===== config.mk =====
export PLATFORM = sky130hd
export DESIGN_NAME = timer_irq_master
export DESIGN_NICKNAME = d
export VERILOG_FILES = /design/src/rtl/timer_irq_master.sv
export SDC_FILE = /design/constraint.sdc
export NUM_CORES = 1
export LEC_CHECK = 0
export CORE_ASPECT_RATIO = 1.5
export CORE_MARGIN = 2
export CORE_UTILIZATION = 35
export DETAILED_ROUTE_END_ITERATION = 7
export PLACE_DENSITY = 0.75
export SKIP_CTS_REPAIR_TIMING = 1
export SYNTH_ARGS = -nofsm -noshare
export SYNTH_HDL_FRONTEND = slang
export SYNTH_SLANG_ARGS = --single-unit
export TNS_END_PERCENT = 20

===== constraint.sdc =====
create_clock -name pclk -period 3.8 [get_ports pclk]
set_clock_uncertainty 0.15 [all_clocks]
set_input_delay 1.14 -clock pclk [delete_from_list [all_inputs] [get_ports pclk]]
set_output_delay 1.14 -clock pclk [all_outputs]
set_load 0.01 [all_outputs]

===== src/rtl/timer_irq_master.sv =====
// rtl/timer_irq_master.sv - register-bus initiator that programs the fabric timer and services its interrupt (option: TIMER_SNAPSHOT_EN)
module timer_irq_master #(
    parameter logic [31:0] BASE_ADDR = 32'h0000_0000
) (
    input  logic        pclk,
    input  logic        reset,
    input  logic        cmd_start,
    input  logic        cmd_stop,
    input  logic [31:0] cfg_overflow,
    input  logic [31:0] cfg_compare,
    input  logic [3:0]  cfg_ctrl,
    output logic        busy,
    output logic        armed,
    output logic        evt_valid,
    output logic        evt_overflow,
    output logic        evt_compare,
    output logic [31:0] evt_count,
    output logic        missed_irq,
    output logic        bus_write_en,
    output logic        bus_read_en,
    output logic [31:0] bus_addr,
    output logic [31:0] bus_write_data,
    input  logic [31:0] bus_read_data,
    input  logic        fabint
);

    localparam logic [31:0] OFF_OVF   = 32'h00;
    localparam logic [31:0] OFF_VALUE = 32'h04;
    localparam logic [31:0] OFF_CTRL  = 32'h08;
    localparam logic [31:0] OFF_CMP   = 32'h0C;
    localparam logic [31:0] OFF_STAT  = 32'h10;

`ifdef TIMER_SNAPSHOT_EN
    localparam bit SNAPSHOT = 1'b1;
`else
    localparam bit SNAPSHOT = 1'b0;
`endif

    typedef enum logic [3:0] {
        S_IDLE,
        S_WR_CTRL0,
        S_WR_OVF,
        S_WR_CMP,
        S_WR_CTRL,
        S_ARMED,
        S_WR_STOP,
        S_RD_STAT,
        S_WAIT_STAT,
        S_EVT
`ifdef TIMER_SNAPSHOT_EN
        ,
        S_RD_CNT,
        S_WAIT_CNT
`endif
    } state_t;

    state_t      state;
    state_t      state_next;
    logic [31:0] ovf_q;
    logic [31:0] cmp_q;
    logic [3:0]  ctrl_q;
    logic        pending;
    logic [1:0]  stat_q;

    logic        write_en_d;
    logic        read_en_d;
    logic [31:0] addr_d;
    logic [31:0] write_data_d;
    logic        start_accept;
    logic        svc_now;

    // States in which the timer is running and interrupts are being watched
    function automatic logic in_service(input state_t s);
        logic r;
        r = 1'b0;
        case (s)
            S_ARMED, S_RD_STAT, S_WAIT_STAT, S_EVT: r = 1'b1;
`ifdef TIMER_SNAPSHOT_EN
            S_RD_CNT, S_WAIT_CNT: r = 1'b1;
`endif
            default: r = 1'b0;
        endcase
        return r;
    endfunction

    // Next-state decode; stop beats start, commands only honoured in IDLE/ARMED
    always_comb begin
        state_next = state;
        case (state)
            S_IDLE: begin
                if (cmd_start && !cmd_stop) state_next = S_WR_CTRL0;
            end
            S_WR_CTRL0: state_next = S_WR_OVF;
            S_WR_OVF:   state_next = S_WR_CMP;
            S_WR_CMP:   state_next = S_WR_CTRL;
            S_WR_CTRL:  state_next = S_ARMED;
            S_ARMED: begin
                if (cmd_stop)               state_next = S_WR_STOP;
                else if (cmd_start)         state_next = S_WR_CTRL0;
                else if (pending || fabint) state_next = S_RD_STAT;
            end
            S_WR_STOP: state_next = S_IDLE;
            S_RD_STAT: state_next = S_WAIT_STAT;
            S_WAIT_STAT: begin
`ifdef TIMER_SNAPSHOT_EN
                state_next = S_RD_CNT;
`else
                state_next = S_EVT;
`endif
            end
`ifdef TIMER_SNAPSHOT_EN
            S_RD_CNT:   state_next = S_WAIT_CNT;
            S_WAIT_CNT: state_next = S_EVT;
`endif
            S_EVT:   state_next = S_ARMED;
            default: state_next = S_IDLE;
        endcase
    end

    // Bus strobe/address/data for the state being entered, so the bus pins come straight from flops
    always_comb begin
        write_en_d   = 1'b0;
        read_en_d    = 1'b0;
        addr_d       = 32'd0;
        write_data_d = 32'd0;
        case (state_next)
            S_WR_CTRL0, S_WR_STOP: begin
                write_en_d = 1'b1;
                addr_d     = BASE_ADDR + OFF_CTRL;
            end
            S_WR_OVF: begin
                write_en_d   = 1'b1;
                addr_d       = BASE_ADDR + OFF_OVF;
                write_data_d = ovf_q;
            end
            S_WR_CMP: begin
                write_en_d   = 1'b1;
                addr_d       = BASE_ADDR + OFF_CMP;
                write_data_d = cmp_q;
            end
            S_WR_CTRL: begin
                write_en_d   = 1'b1;
                addr_d       = BASE_ADDR + OFF_CTRL;
                write_data_d = {28'd0, ctrl_q};
            end
            S_RD_STAT: begin
                read_en_d = 1'b1;
                addr_d    = BASE_ADDR + OFF_STAT;
            end
`ifdef TIMER_SNAPSHOT_EN
            S_RD_CNT: begin
                read_en_d = 1'b1;
                addr_d    = BASE_ADDR + OFF_VALUE;
            end
`endif
            default: ;
        endcase
    end

    // Qualifiers for command acceptance and live interrupt observation
    always_comb begin
        start_accept = (state_next == S_WR_CTRL0);
        svc_now      = fabint && in_service(state) && !start_accept && (state_next != S_WR_STOP);
    end

    // State, registered outputs, config latch and interrupt bookkeeping
    always_ff @(posedge pclk) begin
        if (reset) begin
            state          <= S_IDLE;
            busy           <= 1'b0;
            armed          <= 1'b0;
            evt_valid      <= 1'b0;
            evt_overflow   <= 1'b0;
            evt_compare    <= 1'b0;
            evt_count      <= 32'd0;
            missed_irq     <= 1'b0;
            bus_write_en   <= 1'b0;
            bus_read_en    <= 1'b0;
            bus_addr       <= 32'd0;
            bus_write_data <= 32'd0;
            ovf_q          <= 32'd0;
            cmp_q          <= 32'd0;
            ctrl_q         <= 4'd0;
            pending        <= 1'b0;
            stat_q         <= 2'd0;
        end else begin
            state          <= state_next;
            bus_write_en   <= write_en_d;
            bus_read_en    <= read_en_d;
            bus_addr       <= addr_d;
            bus_write_data <= write_data_d;
            busy           <= (state_next != S_IDLE) && (state_next != S_ARMED);
            armed          <= in_service(state_next);
            evt_valid      <= (state_next == S_EVT);

            if (start_accept) begin
                ovf_q      <= cfg_overflow;
                cmp_q      <= cfg_compare;
                ctrl_q     <= cfg_ctrl;
                pending    <= 1'b0;
                missed_irq <= 1'b0;
            end else if (state_next == S_WR_STOP) begin
                pending <= 1'b0;
            end else begin
                if (svc_now && pending) missed_irq <= 1'b1;
                if (state == S_WAIT_STAT) pending <= 1'b0;
                else if (svc_now)         pending <= 1'b1;
            end

            if (state == S_WAIT_STAT) stat_q <= bus_read_data[1:0];

            if (state_next == S_EVT) begin
                evt_overflow <= (state == S_WAIT_STAT) ? bus_read_data[0] : stat_q[0];
                evt_compare  <= (state == S_WAIT_STAT) ? bus_read_data[1] : stat_q[1];
                evt_count    <= SNAPSHOT ? bus_read_data : 32'd0;
            end
        end
    end

endmodule

==> results of run 1 <==
placed cells by master (no fill, tap or decap), drive strengths merged, types with 3 or more instances in the layout:
master,synthesis,layout
a22oi,33,33
nand2,146,146
nor3,4,4
nor4,3,3
clkbuf,10,23
nand3,3,3
nor2,42,42
o21ai,7,7
nor2b,7,7
clkinv,0,3
a21oi,75,75
clkinvlp,0,4
dfxtp,116,116
mux2,4,4
clkdlybuf4s50,0,116
nand3b,4,4
conb,1,61
buf,91,9
cells by family after synthesis:
logic type / after synthesis
AO/OA/AOI/OAI: 123
XOR/XNOR: 1
buffers and inverters: 102
flip-flops: 116
multiplexers: 4
other: 1
AND/OR/NAND/NOR: 218
final cells by class:
cell class,count,share of cell area
clock buffer,23,0.0724
clock inverter,9,0.0166
inverter,1,0.000594
multi-input combinational,407,0.317
sequential,116,0.367
tap,162,0.0321
timing repair buffer,125,0.194
critical path: cells and delay by family:
family / cells / cell delay (ps)
and+or+nand+nor: 3 / 650
AOI/OAI and AO/OA: 1 / 130
buffers and inverters: 2 / 880
registers in the layout (all words and copies together) (netlist names), 3 cells and up:
name	cells
bus_addr	3
cmp_q	32
state	4
ctrl_q	4
ovf_q	32
bus_write_data	32
layer usage:
layer / vias up / GRT usage
li1: 1952 / -
met3: 18 / 0.0388
met4: 0 / 0.0767
met2: 137 / 0.264
met5: - / 0
met1: 1792 / 0.159
worst max-delay path by stage:
stage                     slack (ps)  cells past startpoint        end      from
after floorplan                 1570                      7  ovf_q[10]  cmd_stop
final                           1170                      6  ctrl_q[2]  cmd_stop
after CTS                       1160                      6  ctrl_q[2]  cmd_stop
after global placement           750                      6  ctrl_q[2]  cmd_stop
after detailed placement         740                      6  ctrl_q[2]  cmd_stop
after global routing            1050                      6   ovf_q[1]  cmd_stop
power groups by stage:
stage | logic, W | clock network [W] | registers, W
3_5_place_dp | 0.000326 | 0 | 0.00132
2_1_floorplan | 0.000258 | 0 | 0.00131
4_1_cts | 0.000327 | 0.00155 | 0.00130
6_report | 0.000323 | 0.00151 | 0.00130
5_1_grt | 0.000355 | 0.00160 | 0.00130
3_3_place_gp | 0.000323 | 0 | 0.00132
per-stage QoR:
step / cell area (um^2) / total power, W / worst slack [ps] / utilization / hold WS [ps]
detailed placement: 5760 / 0.00165 / 736 / 0.428 / 297
floorplan: 5040 / 0.00157 / 1570 / - / 283
global route: 6320 / 0.00326 / 1050 / 0.470 / 318
finish: 6320 / 0.00313 / 1170 / 0.470 / 301
global placement: 5760 / 0.00165 / 745 / 0.428 / 289
CTS: 6320 / 0.00318 / 1160 / 0.470 / 304
==> metrics, run 1 <==
status=finished clean; CP Launch Type=input port; fin. max-slew vios=0; Internal=between 0.002 and 0.0025 W; Worst-Margin Slew=~860 ps; Synth cell types=39; area occupied by multi-input gates=~2000 um^2; Starting DRT DRC Count=between 100 and 150; clock latency on the worst-skew pair=410 ps; gpl congestion=~0.77; largest family of logic cells by synthesized area=simple AND/OR/NAND/NOR gates; vias in the first global route=roughly 3500; synth-to-layout area growth=31.2%; fin nets=approximately 770; met2 WL=just under 6 mm; Adder-Cell Fraction of Synth Area=0; worst reg2reg setup slack=between 1000 and 1500 ps; EDFF count, synth=0; FFs w/ async S/R, synth=0; largest net degree at the start of global routing=45; first-pass GRT wire length=approximately 17 mm; I/O Buffers=approximately 120; CP max FO=37; htree depth=4; Setup TNS=0 ps; PD cells=~500 nW/um^2; top layer used by detailed routing=met4; area of the core=roughly 13000 um^2; Post-Synth XOR/XNOR Area=0.00182; io pins=between 200 and 250; CTS tree=built; Post-Route WL=~11 mm; FMAX=380 MHz; Sequential Power Share=0.415; # fillers=about 1300; chip height=~150 um; dpl hpwl=roughly 7.4 mm; Switching Share=0.239; Hold Path Origin=ovf_q[14]; Reg2Reg Depth=5; Clock Power Share=0.482; ys flop type=dfxtp_1; die width=around 100 um; Initial Utilization=0.358; crit-path cells=clkdlybuf4s50_1, and2b_1, and3_2, buf_4, nand2_1, a21oi_1; crit path DAT=approximately 2800 ps; Routed Antenna Nets=0; drt pass-1 iters=4; Clock Sinks=116; Synthesis Warnings=0; reg2reg end=bus_write_data[13]; Layout Cells excl Fill=between 800 and 900; top post-synthesis cells by area=dfxtp_1, nand2_1, buf_4, a21oi_1, a22oi_1; DRC=0; max cap viols=0; setup violators final=0; sequential share of the synthesized area=0.482; final hold violations=0; Post-synth top cells=nand2_1, dfxtp_1, a21oi_1, buf_4, a22oi_1; Placed Cells=approximately 800; Vias=around 4000; Post-Synth Simple-Gate Area=0.205; Pleak=2.33 nW; GR Util All Layers=0.148; clock buffer depth=2; clock-pin transition on the worst setup and hold timing paths=approximately 50 ps; share of the synthesized area in the top cell type=0.482; post-synth top area cell=dfxtp_1; clock root cell=clkbuf_16; Synth Area in Compound Gates=0.151; VDD IR max=0.000269 V; mux share of post-synthesis cell area=0.00935; initial antenna violation count=0; routed wl met3=~560 um; Ant. Diodes=0; slowest CP cell=clkdlybuf4s50_1; global route overflow=0; vias per inst=around 4.6; Mapped Avg Cell Area=roughly 8.5 um^2; most frequent cell after synthesis=nand2_1; RSZ-0062 raised after global routing=false; share of cells above drive strength 1=0.0940; R2R Path Start=state[1]; Comb pwr share=0.103; headroom to the max-slew limit=0.427; Synth Instances=roughly 570; Data required, critical path=3980 ps; HP Class=reg -> reg; total die area=~15000 um^2; CP Class=in -> reg; min cycle time layout=2630 ps; Hold Crit Endpoint=ovf_q[14]; storage element area=between 2000 and 2500 um^2; hold path cells=2; Inserted Clock Buffers=17; CP Capture Type=flip-flop; Cell Area, Synth=between 4000 and 5000 um^2; Rows=52; Yosys reg bits=116; crit-path max cell delay=about 530 ps; final period utilization=0.693; wire per inst=around 13 um; M1 WL=4.44 mm; switching pwr=0.000750 W
(Power assumes the default switching activity.)
==> run 2: changes to the inputs <==
==> constraint.sdc (replaced) <==
create_clock -name pclk -period 2.7 [get_ports pclk]
set_clock_uncertainty 0.15 [all_clocks]
set_input_delay 0.81 -clock pclk [delete_from_list [all_inputs] [get_ports pclk]]
set_output_delay 0.81 -clock pclk [all_outputs]
set_load 0.01 [all_outputs]
==> metrics, run 2 (same netlist as run 1, synthesis figures left out) <==
HP Class=reg -> reg; synth-to-layout area growth=33.4%; Worst-Margin Slew=701 ps (-158 ps); RSZ-0062 raised after global routing=false; I/O Buffers=117 (unchanged); DRC=0 (unchanged); final hold violations=0 (unchanged); initial antenna violation count=0 (unchanged); min cycle time layout=~2200 ps; Reg2Reg Depth=4 (-1); CP Capture Type=output pin; status=finished clean; PnR worst setup slack=462 ps (-705 ps); vias per inst=4.62 (-0.11%); FMAX=447 MHz; clock root cell=clkbuf_16; Vias=3904 (+0.13%); GR Util All Layers=0.151 (+0.00253); Routed Antenna Nets=0 (unchanged); hold path cells=2 (unchanged); crit-path cells=clkdlybuf4s50_1; storage element area=2320 um^2 (unchanged); die width=99.8 um (unchanged); largest net degree at the start of global routing=47 (+4.4%); drt pass-1 iters=5 (+1); CTS tree=built; Setup TNS=0 ps (unchanged); setup violators final=0 (unchanged); global route overflow=0 (unchanged); Pleak=2.38 nW (+2.2%); wire per inst=13.0 um (-0.86%); first-pass GRT wire length=17.4 mm (+2.0%); total die area=14700 um^2 (unchanged); CP Launch Type=flip-flop; crit-path max cell delay=540 ps (about the same); headroom to the max-slew limit=0.531 (+0.104); Post-Place Setup Slack=30.3 ps (-706 ps); VDD IR max=0.000345 V (+28%); slowest CP cell=clkdlybuf4s50_1; clock latency on the worst-skew pair=400 ps (about the same); M1 WL=4.37 mm (-1.5%); crit path buf inv count=1 (-1); vias in the first global route=3539 (+0.68%); area of the core=13500 um^2 (unchanged); biggest regs=bus_write_data (32), cmp_q (32), ovf_q (32); gpl congestion=0.818 (+6.5%); most common cell after layout, fill and taps aside=nand2_1; met2 WL=5.75 mm (-0.19%); top layer used by detailed routing=met4; htree depth=4 (unchanged); dpl hpwl=7.33 mm (-0.86%); final period utilization=0.829; PD cells=706 nW/um^2 (+42%); Inserted Clock Buffers=17 (unchanged); most frequent cells in the layout=nand2_1, dfxtp_1, clkdlybuf4s50_1, a21oi_1, conb_1; max cap viols=0 (unchanged); fin nets=776 (+0.39%); Data required, critical path=1740 ps (-2240 ps); Clock Sinks=116 (unchanged); area occupied by multi-input gates=2010 um^2 (unchanged); Rows=52 (unchanged); clock-pin transition on the worst setup and hold timing paths=50 ps (about the same); CP delay by family, top=buffers and inverters; CP Class=reg -> out; share of cells above drive strength 1=0.0981 (+0.00412); clock buffer depth=2 (unchanged); routed wl met3=564 um (unchanged); io pins=209 (unchanged); Initial Utilization=0.358 (unchanged); crit path DAT=1280 ps (-1530 ps); Post-Route WL=11.0 mm (-0.62%); # fillers=1279 (-0.54%); chip height=148 um (unchanged); WP depth=1 (-5); Starting DRT DRC Count=167 (+22%); fin. max-slew vios=0 (unchanged); Ant. Diodes=0 (unchanged); CP max FO=2 (-95%)
==> run 2: cell type report <==
class	instances	area share
multi-input combinational	407	0.312
tap	162	0.0315
clock buffer	23	0.0728
timing repair buffer	128	0.202
inverter	1	0.000584
clock inverter	8	0.0197
sequential	116	0.361
==> run 2: report_power, final <==
group          total, W  internal (W)  switching, W  leakage, nW
Clock           0.00223       0.00149      0.000740        0.279
Sequential      0.00182       0.00178     0.0000380        0.942
Combinational  0.000481      0.000213      0.000268         1.16
==> run 2: final timing paths <==
path	end	start	slack, ps
hold reg to reg	ovf_q[0]	ovf_q[0]	300
hold / removal	ovf_q[0]	ovf_q[0]	300
setup reg to reg	bus_write_data[14]	state[2]	730
setup / recovery	missed_irq	missed_irq	460
==> run 2: metal layers <==
metal / up-vias / global-route usage
met5: - / 0
met4: 0 / 0.0726
met3: 15 / 0.0359
met2: 150 / 0.268
met1: 1780 / 0.166
li1: 1959 / -
==> run 2: tightest hold or removal path: stages, from the launching register on <==
cell and delay, ps:
dfxtp_1 300, nand2_1 50, a21oi_1 50
==> run 2: per-stage QoR <==
step | util | area (um^2) | std cells | hold WS (ps) | total power, W
floorplan | - | 5040 | 625 | 283 | 0.00221
global placement | 0.433 | 5830 | 814 | 291 | 0.00234
detailed placement | 0.433 | 5830 | 814 | 296 | 0.00234
CTS | 0.477 | 6430 | 845 | 304 | 0.00459
global route | 0.477 | 6430 | 845 | 315 | 0.00473
finish | 0.477 | 6430 | 845 | 301 | 0.00454
